## src/rtl/acp_mm2s_engine.sv

```systemverilog
// MM2S read engine: turns datamover-format commands into 4 KB-safe AXI4 INCR bursts on the
// ACP read channel and streams the returned data out with zero latency, one status per command.
module acp_mm2s_engine #(
  parameter int unsigned C_M_AXI_ADDR_WIDTH = 32,
  parameter int unsigned C_M_AXI_DATA_WIDTH = 64,
  parameter int unsigned C_MAX_BURST        = 16,
  parameter logic [2:0]  C_PROT             = 3'b010,
  parameter logic [3:0]  C_CACHE            = 4'b1111
) (
  input  logic                            clk,
  input  logic                            rst,
  input  logic [71:0]                     S_AXIS_CMD_TDATA,
  input  logic                            S_AXIS_CMD_TVALID,
  output logic                            S_AXIS_CMD_TREADY,
  output logic [7:0]                      M_AXIS_STS_TDATA,
  output logic                            M_AXIS_STS_TVALID,
  input  logic                            M_AXIS_STS_TREADY,
  output logic [C_M_AXI_ADDR_WIDTH-1:0]   M_AXI_ARADDR,
  output logic [7:0]                      M_AXI_ARLEN,
  output logic [2:0]                      M_AXI_ARSIZE,
  output logic [1:0]                      M_AXI_ARBURST,
  output logic [2:0]                      M_AXI_ARPROT,
  output logic [3:0]                      M_AXI_ARCACHE,
  output logic                            M_AXI_ARVALID,
  input  logic                            M_AXI_ARREADY,
  input  logic [C_M_AXI_DATA_WIDTH-1:0]   M_AXI_RDATA,
  input  logic [1:0]                      M_AXI_RRESP,
  input  logic                            M_AXI_RLAST,
  input  logic                            M_AXI_RVALID,
  output logic                            M_AXI_RREADY,
  output logic [C_M_AXI_DATA_WIDTH-1:0]   M_AXIS_TDATA,
  output logic [C_M_AXI_DATA_WIDTH/8-1:0] M_AXIS_TKEEP,
  output logic                            M_AXIS_TLAST,
  output logic                            M_AXIS_TVALID,
  input  logic                            M_AXIS_TREADY
);

  typedef enum logic [2:0] {StIdle, StCheck, StAddr, StData, StStatus} state_e;

  state_e                          state_q, state_d;
  logic [22:0]                     btt_q;
  logic                            typ_q, eof_q;
  logic [3:0]                      tag_q;
  logic [C_M_AXI_ADDR_WIDTH-1:0]   addr_q;
  logic [19:0]                     beats_left_q;
  logic [8:0]                      burst_q, beat_cnt_q;
  logic                            slverr_q, decerr_q, interr_q;

  logic       cmd_hs, ar_hs, r_hs, burst_done, cmd_bad;
  logic [9:0] page_beats;
  logic [8:0] cap, burst_c;
  logic       unused_cmd_bits;

  assign unused_cmd_bits = ^{S_AXIS_CMD_TDATA[71:68], S_AXIS_CMD_TDATA[31],
                             S_AXIS_CMD_TDATA[29:24]};

  assign cmd_hs     = S_AXIS_CMD_TREADY && S_AXIS_CMD_TVALID;
  assign ar_hs      = (state_q == StAddr) && M_AXI_ARREADY;
  assign r_hs       = (state_q == StData) && M_AXI_RVALID && M_AXIS_TREADY;
  assign burst_done = r_hs && (beat_cnt_q == 9'd1);
  assign cmd_bad    = (btt_q == 23'd0) || (btt_q[2:0] != 3'd0) || (addr_q[2:0] != 3'd0) || !typ_q;

  // Beats left before the next 4 KB boundary; addr is 8-byte aligned once past CHECK.
  assign page_beats = 10'd512 - 10'(addr_q[11:3]);
  assign cap        = (page_beats > 10'(C_MAX_BURST)) ? 9'(C_MAX_BURST) : page_beats[8:0];
  assign burst_c    = (beats_left_q > 20'(cap)) ? cap : beats_left_q[8:0];

  always_comb begin
    state_d = state_q;
    unique case (state_q)
      StIdle:   if (cmd_hs) state_d = StCheck;
      StCheck:  state_d = cmd_bad ? StStatus : StAddr;
      StAddr:   if (M_AXI_ARREADY) state_d = StData;
      StData:   if (burst_done) state_d = (beats_left_q == 20'd1) ? StStatus : StAddr;
      StStatus: if (M_AXIS_STS_TREADY) state_d = StIdle;
      default:  state_d = StIdle;
    endcase
  end

  always_ff @(posedge clk) begin
    if (rst) state_q <= StIdle;
    else     state_q <= state_d;
  end

  always_ff @(posedge clk) begin
    if (rst) begin
      btt_q        <= '0;
      typ_q        <= 1'b0;
      eof_q        <= 1'b0;
      tag_q        <= '0;
      addr_q       <= '0;
      beats_left_q <= '0;
      burst_q      <= '0;
      beat_cnt_q   <= '0;
      slverr_q     <= 1'b0;
      decerr_q     <= 1'b0;
      interr_q     <= 1'b0;
    end else begin
      if (cmd_hs) begin
        btt_q    <= S_AXIS_CMD_TDATA[22:0];
        typ_q    <= S_AXIS_CMD_TDATA[23];
        eof_q    <= S_AXIS_CMD_TDATA[30];
        addr_q   <= C_M_AXI_ADDR_WIDTH'(S_AXIS_CMD_TDATA[63:32]);
        tag_q    <= S_AXIS_CMD_TDATA[67:64];
        slverr_q <= 1'b0;
        decerr_q <= 1'b0;
        interr_q <= 1'b0;
      end
      if (state_q == StCheck) begin
        if (cmd_bad) interr_q <= 1'b1;
        else         beats_left_q <= btt_q[22:3];
      end
      if (ar_hs) begin
        burst_q    <= burst_c;
        beat_cnt_q <= burst_c;
      end
      if (r_hs) begin
        beat_cnt_q   <= beat_cnt_q - 9'd1;
        beats_left_q <= beats_left_q - 20'd1;
        if (M_AXI_RRESP == 2'b10) slverr_q <= 1'b1;
        if (M_AXI_RRESP == 2'b11) decerr_q <= 1'b1;
        // Errors never abort: the burst length is trusted over RLAST.
        if (M_AXI_RLAST != (beat_cnt_q == 9'd1)) interr_q <= 1'b1;
        if (burst_done) addr_q <= addr_q + C_M_AXI_ADDR_WIDTH'({burst_q, 3'b000});
      end
    end
  end

  assign S_AXIS_CMD_TREADY = (state_q == StIdle) && !rst;

  assign M_AXI_ARADDR  = addr_q;
  assign M_AXI_ARLEN   = (state_q == StAddr) ? 8'(burst_c - 9'd1) : 8'd0;
  assign M_AXI_ARSIZE  = 3'b011;
  assign M_AXI_ARBURST = 2'b01;
  assign M_AXI_ARPROT  = C_PROT;
  assign M_AXI_ARCACHE = C_CACHE;
  assign M_AXI_ARVALID = (state_q == StAddr);

  assign M_AXI_RREADY  = (state_q == StData) && M_AXIS_TREADY;
  assign M_AXIS_TVALID = (state_q == StData) && M_AXI_RVALID;
  assign M_AXIS_TDATA  = M_AXI_RDATA;
  assign M_AXIS_TKEEP  = '1;
  assign M_AXIS_TLAST  = (state_q == StData) && eof_q && (beats_left_q == 20'd1);

  assign M_AXIS_STS_TVALID = (state_q == StStatus);
  assign M_AXIS_STS_TDATA  = (state_q == StStatus) ?
      {!(slverr_q || decerr_q || interr_q), slverr_q, decerr_q, interr_q, tag_q} : 8'h00;

endmodule

```

## config.mk

```make
export PLATFORM = sky130hd
export DESIGN_NAME = acp_mm2s_engine
export DESIGN_NICKNAME = d
export VERILOG_FILES = /design/src/rtl/acp_mm2s_engine.sv
export SDC_FILE = /design/constraint.sdc
export NUM_CORES = 1
export LEC_CHECK = 0
export CAP_MARGIN = 10
export CORE_ASPECT_RATIO = 0.8
export CORE_MARGIN = 2
export CORE_UTILIZATION = 30
export DETAILED_ROUTE_END_ITERATION = 7
export SLEW_MARGIN = 10
export SYNTH_ARGS = -nofsm -noshare
export SYNTH_HDL_FRONTEND = slang
export SYNTH_SLANG_ARGS = --single-unit
```

## constraint.sdc

```tcl
create_clock -name clk -period 5.1 [get_ports clk]
set_input_delay 0.765 -clock clk [delete_from_list [all_inputs] [get_ports clk]]
set_output_delay 0.765 -clock clk [all_outputs]
set_load 0.01 [all_outputs]
```

==> results.sh <==
export IMPL_fp_dieH_um=139
export IMPL_number_of_nets_in_the_final_layout=1107
export IMPL_final_antenna_net_count=0
export IMPL_min_from="burst_q[8]"
export IMPL_routed_top_layer="met4"
export IMPL_placedCellCount=1228
export IMPL_pwr_share_seq=0.461
export IMPL_critical_path_required_ps=4340
export IMPL_timing_hold_violations_final=0
export IMPL_netlist_instances=895
export IMPL_post_drt_wl_per_cell_um=15.6
export IMPL_path_cells="or4_4 > or4_1 > a21oi_2 > and2_4 > nand2_2 > ha_1 > nor2b_1 > o211ai_1 > a21oi_1 > o22ai_1 > and3_1 > buf_4 > a31oi_1 > o31a_1 > clkdlybuf4s50_1"
export IMPL_grt_pass1_wl_um=31100
export IMPL_clock_fmax_ghz=0.206
export IMPL_critPathTopFamily="simple AND/OR/NAND/NOR gates"
export IMPL_nFillCells=2378
export IMPL_r2r_slack_ps=1370
export IMPL_area_growth_synth_to_final_pct=20.0
export IMPL_grt_remaining_overflow=0
export IMPL_row_count=49
export IMPL_clock_tree_htree_level_count=3
export IMPL_drc=0
export IMPL_critical_path_max_stage_delay_ps=530
export IMPL_postLayoutCellArea_um2=8160
export IMPL_outcome="finished, final reports clean"
export IMPL_floorplan_die_area_um2=23900
export IMPL_clock_sinks=105
export IMPL_cts_root_buf="clkbuf_16"
export IMPL_combined_global_route_utilization_of_all_metal_layers=0.161
export IMPL_min_path_type="reg -> reg"
export IMPL_die_w_um=172
export IMPL_cp_depth=15
export IMPL_wl_met3_um=1300
export IMPL_cap_violations=0
export IMPL_initial_core_util=0.304
export IMPL_cts_reportedPaths_clkPinSlew_ps=70
export IMPL_setup_ws_post_layout_ps=255
export IMPL_worstHoldPathCells=2
export IMPL_final_period_utilization=0.950
export IMPL_initial_antenna_violation_count=1
export IMPL_setup_worst_path_class="reg -> out"
export IMPL_share_of_post_route_cells_with_drive_strength_above_1=0.0723
export IMPL_layoutNonFillerInstCount=1247
export IMPL_metal2_wl_um=8000
export IMPL_detail_route_wirelength_met1_um=10000
export IMPL_cts_made_buffers=9
export IMPL_routed_via_density=5.12
export IMPL_switching_share_of_total_power=0.284
export IMPL_placement_cell_area_um2=7790
export IMPL_r2r_end="burst_q[3]"
export IMPL_netSwitchingPower_mw=0.569
export IMPL_internal_power_mw=1.44
export IMPL_critPathSlowestCell="clkdlybuf4s50_1"
export IMPL_setup_viol_count_final=0
export IMPL_core_area_um2=22400
export IMPL_power_leakage_nw=3.25
export IMPL_maximum_fanout_along_the_worst_path=12
export IMPL_floorplan_io_pins=284
export IMPL_maxSlewViolCount=0
export IMPL_synth_sequential_area_ratio=0.309
export IMPL_post_synth_instance_area_um2=6800
export IMPL_max_slew_worst_pin_slew_ps=799
export IMPL_tritoncts="done"
export IMPL_detail_route_wirelength_um=19500
export IMPL_final_seq_area_um2=2100
export IMPL_r2r_start="M_AXI_ARADDR[4]"
export IMPL_grt_start_max_net_pins=60
export IMPL_via_count=6385
export IMPL_grt_pass1_vias=5839
export IMPL_crit_start="M_AXI_ARADDR[4]"
export IMPL_critPathCaptureType="output pin"
export IMPL_postSynth_topFlopCell="dfxtp_1"
export IMPL_timing_max_slew_rel_slack=0.468
export IMPL_multi_input_area_um2=3870
export IMPL_place_detailed_hpwl_um=14000
export IMPL_final_setup_tns_ps=0
export IMPL_clkLatencyLatePin_ps=350
export IMPL_critPathArrivalTime_ps=4080
export IMPL_async_flop_share=0
export IMPL_detail_route_iter0_violations=479
export IMPL_rsz0062_at_grt="false"
export IMPL_syn_avg_cell_area_um2=7.60
export IMPL_clock_skew_ps=11.7
export IMPL_pwr_density_cell_nw_per_um2=246
export IMPL_synth_edff_count=0
export IMPL_period_minus_slack_ps=4850
export IMPL_worst_setup_path_start_kind="register"
export IMPL_preCtsSetupSlack_ps=211
export IMPL_most_common_layout_cells="nand2_1 (135), clkdlybuf4s50_1 (116), dfxtp_1 (105)"
export IMPL_yosysWarnings=0
export IMPL_min_delay_worst_endpoint="burst_q[8]"
export IMPL_most_common_library_cell_in_the_layout_ignoring_fill_and_taps="nand2_1"
export IMPL_r2r_cells=15
export IMPL_post_synth_num_cell_types=66
export IMPL_yosys_register_bits=105
export IMPL_detail_route_first_pass_iterations=5
export IMPL_gp_congestion=0.804
export IMPL_port_buffer_count=124
export IMPL_worst_path_buf_inv=2
export IMPL_cts_buffer_depth=2
export IMPL_power_combinational_fraction=0.179
export IMPL_max_vdd_ir_drop_uv=196
export IMPL_clock_share_of_power=0.360
[sequential cells by signal, summed over array words and instances (netlist names)]
signal / count
beat_cnt_q: 9
eof_q: 1
beats_left_q: 20
decerr_q: 1
tag_q: 4
burst_q: 9
btt_q: 23
state_q: 3
typ_q: 1
M_AXI_ARADDR: 32
interr_q: 1
slverr_q: 1
[per-layer routing]
metal | global-route usage | vias up
met5 | 0 | -
met4 | 0.0420 | 0
met3 | 0.0445 | 16
met2 | 0.221 | 193
met1 | 0.244 | 2989
li1 | - | 3187
[through the flow]
step / power [mW] / hold WS [ps] / utilization
after detailed placement: 1.30 / 453 / 0.348
after global placement: 1.30 / 453 / 0.348
after global routing: 2.10 / 483 / 0.365
final: 2.01 / 461 / 0.365
after floorplan: 1.19 / 436 / -
after CTS: 2.03 / 462 / 0.362
[synthesized netlist by cell type, types with 9 or more instances]
library cell | n | area share
nor3_1 | 22 | 0.016
a31oi_1 | 19 | 0.017
dfxtp_1 | 105 | 0.31
ha_1 | 24 | 0.044
inv_1 | 19 | 0.010
nand2b_1 | 9 | 0.0083
nor2_1 | 68 | 0.038
nor4_1 | 18 | 0.017
nand3_1 | 31 | 0.023
a311oi_1 | 9 | 0.012
a211oi_1 | 9 | 0.0099
and3_1 | 18 | 0.017
o21ai_0 | 17 | 0.013
clkbuf_1 | 38 | 0.021
a21oi_1 | 73 | 0.054
buf_4 | 84 | 0.093
nand2_1 | 136 | 0.075
nand3b_1 | 30 | 0.033
[repair_timing]
action / in CTS / in global routing
pin swaps: 0 / 1
resized for setup: 4 / 11
hold buffers: 0 / 0
setup endpoints to repair: 7 / 8
setup buffers: 0 / 3
[how the worst max path moves through the flow]
stage / slack, ps / endpoint
after detailed placement: 210 / M_AXI_ARLEN[0]
after floorplan: 560 / M_AXI_ARLEN[2]
final: 250 / M_AXI_ARLEN[4]
after global routing: 70 / M_AXI_ARLEN[4]
after global placement: 310 / M_AXI_ARLEN[0]
after CTS: 10 / M_AXI_ARLEN[0]
[final cells by class]
class,count,share of cell area
Sequential cell,105,0.258
Tap cell,306,0.0469
Clock inverter,5,0.00767
Antenna cell,1,0.000307
Multi-Input combinational cell,654,0.474
Inverter,19,0.00874
Timing Repair Buffer,147,0.175
Clock buffer,10,0.0293
[logic make-up (layout without fill, tap and decap cells)]
| logic type | after synthesis | after routing | share of synthesized area |
|---|---|---|---|
| simple gates | 384 | 384 | 0.282 |
| compound gates | 196 | 196 | 0.188 |
| buf+inv | 158 | 181 | 0.137 |
| flops | 105 | 105 | 0.309 |
| fa+ha+maj | 25 | 25 | 0.0471 |
| xor+xnor | 15 | 15 | 0.0193 |
| mux | 10 | 10 | 0.0167 |
| other cells | 2 | 25 | 0.00110 |
[worst min-delay path: stages (launching register included)]
cell and delay [ps]:
dfxtp_1 320, nand2_1 50, a21oi_1 50
[power by group through the flow]
stage | clock network, mW | logic (mW) | registers (mW)
after floorplan | 0 | 0.265 | 0.926
after global placement | 0 | 0.354 | 0.941
after detailed placement | 0 | 0.355 | 0.943
after CTS | 0.750 | 0.358 | 0.924
after global routing | 0.775 | 0.397 | 0.933
final | 0.723 | 0.358 | 0.925
Note: power is estimated with default switching activity, not from simulation.
